`config.mk`:
```
export PLATFORM = sky130hd
export DESIGN_NAME = parity_frame_rx
export DESIGN_NICKNAME = d
export VERILOG_FILES = /design/src/rtl/parity_frame_rx.sv
export SDC_FILE = /design/constraint.sdc
export NUM_CORES = 1
export LEC_CHECK = 0
export CAP_MARGIN = 0
export CORE_MARGIN = 5
export CORE_UTILIZATION = 35
export DETAILED_ROUTE_END_ITERATION = 10
export GPL_TIMING_DRIVEN = 0
export PLACE_DENSITY = 0.65
export SLEW_MARGIN = 20
export SYNTH_ARGS = -nofsm -noshare
export SYNTH_HDL_FRONTEND = slang
export SYNTH_SLANG_ARGS = --single-unit
```
`constraint.sdc`:
```
create_clock -name clk -period 3.6 [get_ports clk]
set_input_delay 0.36 -clock clk [delete_from_list [all_inputs] [get_ports clk]]
set_output_delay 0.36 -clock clk [all_outputs]
set_load 0.02 [all_outputs]
```
`src/rtl/parity_frame_rx.sv`:
```
// parity_frame_rx: receiver for 4-bit even-parity serial frames.
// Frame format, one bit per din_valid cycle: start(0), A, B, C, D, P, stop(1).
// The recovered nibble and its error flags are offered on a one-entry valid/ready
// holding register. If a frame completes while that register is still full, the
// new frame is dropped and the sticky overrun flag is set.
// Optional feature: define PARITY_ERR_CNT_EN to build the saturating err_count
// counter. Without the macro, err_count is tied to 0.
//
// state  | meaning
// IDLE   | waiting for a start bit (din == 0)
// DATA   | shifting in message bits A..D
// PARITY | waiting for the parity bit P
// STOP   | waiting for the stop bit; the frame completes here
module parity_frame_rx #(
  parameter int CNT_W = 8
) (
  input  logic             clk,
  input  logic             rst,
  input  logic             din,
  input  logic             din_valid,
  output logic [3:0]       out_msg,
  output logic             out_par_err,
  output logic             out_frm_err,
  output logic             out_valid,
  input  logic             out_ready,
  output logic             overrun,
  output logic [CNT_W-1:0] err_count
);

  typedef enum logic [1:0] {IDLE, DATA, PARITY, STOP} state_t;

  state_t     state, state_nxt;
  logic [3:0] shreg;
  logic [1:0] bit_idx;
  logic       par_bit;
  logic       frame_done;
  logic       par_err;
  logic       frm_err;
  logic       load;
  logic       drain;

  // State register
  always_ff @(posedge clk) begin
    if (rst) state <= IDLE;
    else     state <= state_nxt;
  end

  // Next-state logic, frame-completion detect and holding-register handshake
  always_comb begin
    state_nxt  = state;
    frame_done = 1'b0;
    par_err    = ^shreg ^ par_bit;
    frm_err    = ~din;
    drain      = out_valid && out_ready;
    load       = 1'b0;
    if (din_valid) begin
      case (state)
        IDLE:    if (!din) state_nxt = DATA;
        DATA:    if (bit_idx == 2'd3) state_nxt = PARITY;
        PARITY:  state_nxt = STOP;
        STOP: begin
          state_nxt  = IDLE;
          frame_done = 1'b1;
        end
        default: state_nxt = IDLE;
      endcase
    end
    // A frame can be loaded into an empty register, or into one that is being drained this cycle
    load = frame_done && (!out_valid || out_ready);
  end

  // Deserialiser: shift register, bit index and parity bit capture
  always_ff @(posedge clk) begin
    if (rst) begin
      shreg   <= '0;
      bit_idx <= '0;
      par_bit <= 1'b0;
    end else if (din_valid) begin
      case (state)
        IDLE:   bit_idx <= '0;
        DATA: begin
          shreg   <= {shreg[2:0], din};
          bit_idx <= bit_idx + 2'd1;
        end
        PARITY: par_bit <= din;
        default: ;
      endcase
    end
  end

  // Output holding register with valid/ready handshake
  always_ff @(posedge clk) begin
    if (rst) begin
      out_msg     <= '0;
      out_par_err <= 1'b0;
      out_frm_err <= 1'b0;
      out_valid   <= 1'b0;
    end else if (load) begin
      out_msg     <= shreg;
      out_par_err <= par_err;
      out_frm_err <= frm_err;
      out_valid   <= 1'b1;
    end else if (drain) begin
      out_valid   <= 1'b0;
    end
  end

  // Sticky overrun: a completed frame found the holding register full and not draining
  always_ff @(posedge clk) begin
    if (rst)                                   overrun <= 1'b0;
    else if (frame_done && out_valid && !out_ready) overrun <= 1'b1;
  end

`ifdef PARITY_ERR_CNT_EN
  logic [CNT_W-1:0] err_cnt_q;

  // Saturating error counter; dropped frames are counted too
  always_ff @(posedge clk) begin
    if (rst)
      err_cnt_q <= '0;
    else if (frame_done && (par_err || frm_err) && (err_cnt_q != {CNT_W{1'b1}}))
      err_cnt_q <= err_cnt_q + 1'b1;
  end

  assign err_count = err_cnt_q;
`else
  assign err_count = '0;
`endif

endmodule

```
Word-level counts from Yosys, hierarchy flattened
Cells that the tools add are included.
Storage, ports and cells
  output and inout bits: 16
  bits in registers: 17
  word-level logic and storage cells: 41
  input port bits: 5
Operators by class
  muxes and demuxes: 8
  add/subtract/negate cells: 1
  eq/ne operators: 6
  bitwise gates (word level): 2
  reduce and logical (&&, ||, !) cells: 15
Operators with widths (count)
  $pmux 2 s4: 1
  $eq 2x2->1 const B: 3
  $reduce_and 2->1: 3
  $logic_and 1x1->1: 4
  $mux 1: 4
  $mux 2: 2
  $ne 2x2->1 const B: 2
  $pmux 2 s2: 1
  $reduce_bool 2->1: 2
  $reduce_xor 4->1: 1
  $reduce_and 3->1: 1
  $add 2x1->2 const B: 1
  $eq 2x1->1 const B: 1
  $logic_not 1->1: 2
  $logic_not 2->1: 1
  $logic_or 1x1->1: 1
  $not 1->1: 1
  $xor 1x1->1: 1

Logic depth before layout (Yosys ltp)
  word-level depth: 5
  depth in mapped cells: 6
  mapped depth without buffers: 6

Worst setup path before layout
No wires, ideal clock.
  path kind: reg-to-reg
  start point: register state[1]
  end point: register bit_idx[0]
  required time: 3.472 ns
  clock period less this slack: 1.250 ns
  stages on the path, launching flop included: 7
  arrival: 1.123 ns
  buffers on the path: 0
  library setup time: 0.128 ns
  path slack: 2.350 ns
  cells stage by stage: dfxtp_1 inv_1 ha_1 o21ai_1 nor3b_1 a21oi_1 nor2_1
On the way
  longest elaborated chain between the ends: 3
  elaborated cells on any way between the ends: 5
  those cells by class: eq/ne (1); mux (1); reduce/logical (3)
RTL lines
  start, declared: RTL line 32  | state_t state, state_nxt;
  start signal, assigned: RTL line 45  | else state <= state_nxt;
  $eq 2x1->1 or $logic_not 2->1 (tied branches): RTL line 79  | case (state)
  $reduce_bool 2->1 (no line)
  $reduce_and 2->1 (no line)
  end signal, assigned: RTL line 83  | bit_idx <= bit_idx + 2'd1;
  end, declared: RTL line 34  | logic [1:0] bit_idx;
Several ways; a longest one is shown, not always the timed one.
A chain may end at the register's enable or synchronous reset.

Worst setup path after layout
  start point: register overrun
  end point: output overrun
RTL lines
  start, declared: RTL line 26  | output logic overrun,
  start signal, assigned: RTL line 110  | if (rst) overrun <= 1'b0;
  start signal, assigned: RTL line 111  | else if (frame_done && out_valid && !out_ready) overrun <= 1'b1;
No word-level cell between the ends.

==> impl_results.rst <==
.. list-table::
   :header-rows: 1

   * - Metric
     - Value
   * - Worst Hold Endpoint
     - out_par_err
   * - Worst voltage drop across the vdd grid
     - 148 µV
   * - Number of buffers inserted during clock tree synthesis
     - 3
   * - TritonCTS clock tree
     - built
   * - Status
     - completed
   * - Final-report max-slew violation count
     - 0
   * - Synthesis-stage register bit count
     - 17
   * - Via total after detailed routing
     - 625
   * - Layout net count
     - 128
   * - Via count of the first global-routing pass
     - 530
   * - Full die area
     - 0.00349 mm²
   * - Number of antenna violations at the first check in global routing
     - 0
   * - Time the worst path needs with I/O delays and setup
     - 1.60 ns
   * - Hold path start
     - rst
   * - # port buffers
     - 11
   * - Power density over the cells
     - 334 mW/mm²
   * - Clock transition time at the flip-flop clock pins of the worst setup and hold paths
     - 0.09 ns
   * - Highest achievable clock rate
     - 627 MHz
   * - First-pass GRT wire length
     - 2330 µm
   * - Pre-Repair DR Iteration Count
     - 3
   * - Setup Total Neg Slack
     - 0 ns
   * - Largest area contributor in the netlist
     - dfxtp_1
   * - Ratio of cells with drive above 1 in the final layout
     - 13.9%
   * - Part of the Yosys area used for sequential elements
     - 40.4%
   * - Number of instances in the synthesized netlist
     - 93
   * - Leading cell types in the layout, fill and taps excluded
     - 17 x dfxtp_1, 11 x nor2_1, 11 x clkdlybuf4s50_1
   * - Number of standard-cell rows in the floorplan
     - 17
   * - Number of top-level design ports
     - 21
   * - Die H
     - 59.1 µm
   * - Horizontal die dimension
     - 59.1 µm
   * - Max Cap Viol
     - 0
   * - HPWL after detailed placement
     - 1180 µm
   * - Hold depth
     - 2
   * - Area of the mapped netlist
     - 843 µm²
   * - Static leakage power
     - 0.421 nW
   * - Post-cts resize count
     - 0
   * - Post-DRT Antenna Nets
     - 0
   * - Crit-path cells
     - clkdlybuf4s50_1
   * - Detailed-route wire length per cell
     - 10.2 µm
   * - Final WL
     - 1470 µm
   * - Endpoint type of the worst setup path
     - primary output
   * - Share of the synthesized area in the top cell type
     - 40.4%
   * - Starting Density
     - 37.4%
   * - Required time of the critical path
     - 3.24 ns
   * - Leading cell type in the layout, fill and taps excluded
     - dfxtp_1
   * - Slowest stage delay, CP
     - 0.60 ns
   * - Arrival time at the worst endpoint
     - 1.24 ns
   * - Total DRC errors in the routed layout
     - 0
   * - Post-route clock period utilization
     - 44.3%
   * - Synthesis Warnings
     - 0
   * - Crit path buf inv count
     - 1
   * - RSZ-0062 raised after global routing
     - false
   * - Dominant cells by area after synthesis
     - dfxtp_1 40%, ha_1 10%, buf_4 7.1%
   * - Library cell contributing the largest single delay on the critical path
     - clkdlybuf4s50_1
   * - Top cell family by delay on the critical path
     - buffers and inverters
   * - Depth of the most critical reg-to-reg path
     - 6
   * - Destination of the worst register-to-register timing path
     - bit_idx[0]
   * - Core outline area
     - 0.00225 mm²
   * - Number of hold violations in the final report
     - 0
   * - Number of DRC markers in iteration 0
     - 7
   * - Path type of the worst min-delay path
     - input pin to flop
   * - Worst clock skew
     - 0.00140 ns
   * - Kind of start point of the critical path
     - flop
   * - Number of H-tree branching levels
     - 1
   * - CP Class
     - flop to primary output
   * - Synth cell types
     - 26
   * - Post-layout util
     - 46.2%
   * - Via density
     - 4.37
   * - Ant. Diodes
     - 0
   * - Largest net degree at the start of global routing
     - 11
   * - Insertion delay to the later sink of the worst-skew pair
     - 0.29 ns
   * - Area added between synthesis and finish
     - 23.6%
   * - Startpoint of the lowest-slack register-to-register path
     - state[1]
   * - Slack of the worst reg-to-reg path
     - 2.17 ns
   * - Total routing resource utilization after global routing
     - 8.80%
   * - Count of clock tree sinks
     - 17
   * - Congestion Overflow GR
     - 0
   * - Post-CTS setup buffers
     - 0
   * - Average instance area after synthesis
     - 9.07 µm²
   * - Maximum fanout along the worst path
     - 2
   * - Number of hold buffers added after cts
     - 0
   * - Final setup viols
     - 0
   * - CTS root buf
     - clkbuf_4
   * - Routability Congestion
     - 0.743
   * - Buffers from clock root to sink, at most
     - 2
## kinds of logic after synthesis
group,Yosys count,synth area share (%)
and+or+nand+nor,33,19.1
other,1,0.445
xor gates and xnor gates,3,4.75
AOI/OAI and AO/OA,14,9.49
muxes,5,5.93
adders and majority gates,7,10.4
DFF,17,40.4
buffers and inverters,13,9.50
## state kept, by name, indices dropped and copies added (netlist names), 2 cells and up
name / count
bit_idx: 2
shreg: 4
state: 2
out_msg: 4
## routing by layer
layer	share of wire (%)	vias to the layer above	GRT usage (%)
met1	45	266	10.6
met5	0	-	0
li1	-	337	-
met4	2.0	0	5.83
met2	47	18	14.0
met3	6.6	4	1.74
## where the power goes
group	switching (mW)	internal, mW
clock network	0.0595	0.0414
logic	0.0305	0.0217
registers	0.00362	0.192
total	0.0937	0.255
## cells in the mapped netlist (all sizes together)
library cell / instances
dfxtp: 17
nor2: 12
nand2: 11
a21oi: 9
buf: 9
ha: 7
nand3: 6
mux2i: 5
a211oi: 2
clkbuf: 2
inv: 2
o21ai: 2
a31oi: 1
and2b: 1
conb: 1
nand2b: 1
nor3: 1
nor3b: 1
xnor2: 1
xnor3: 1
xor2: 1
## per-stage QoR
| stage | power (mW) | worst slack (ns) | cell area [µm²] | hold WS [ns] | instances |
|---|---|---|---|---|---|
| after global placement | 0.250 | 1.94 | 1010 | 0.458 | 139 |
| after detailed placement | 0.252 | 1.89 | 1010 | 0.464 | 139 |
| after floorplan | 0.240 | 2.35 | 870 | 0.448 | 100 |
| after CTS | 0.353 | 1.99 | 1040 | 0.410 | 143 |
| final | 0.349 | 2.00 | 1040 | 0.412 | 143 |
| after global routing | 0.368 | 1.95 | 1040 | 0.425 | 143 |
## layout make-up
cell class / count / area [µm²]
clock inverters: 1 / 5.00
well taps: 28 / 35.0
multi-input cells: 70 / 449
flip-flops and latches: 17 / 340
fillers: 230 / 1210
clock buffers: 3 / 22.5
plain buffers: 11 / 72.6
repair buffers: 11 / 110
inverters: 2 / 7.51
## worst max-delay path by stage
stage,from,to,slack (ns),cells after the start
final,overrun,overrun,2.00,1
after detailed placement,out_ready,out_msg[1],1.89,5
after global placement,out_ready,out_msg[2],1.94,5
after CTS,overrun,overrun,1.99,1
after floorplan,state[1],bit_idx[0],2.35,6
after global routing,out_msg[0],out_msg[0],1.95,1
(Power assumes the default switching activity.)
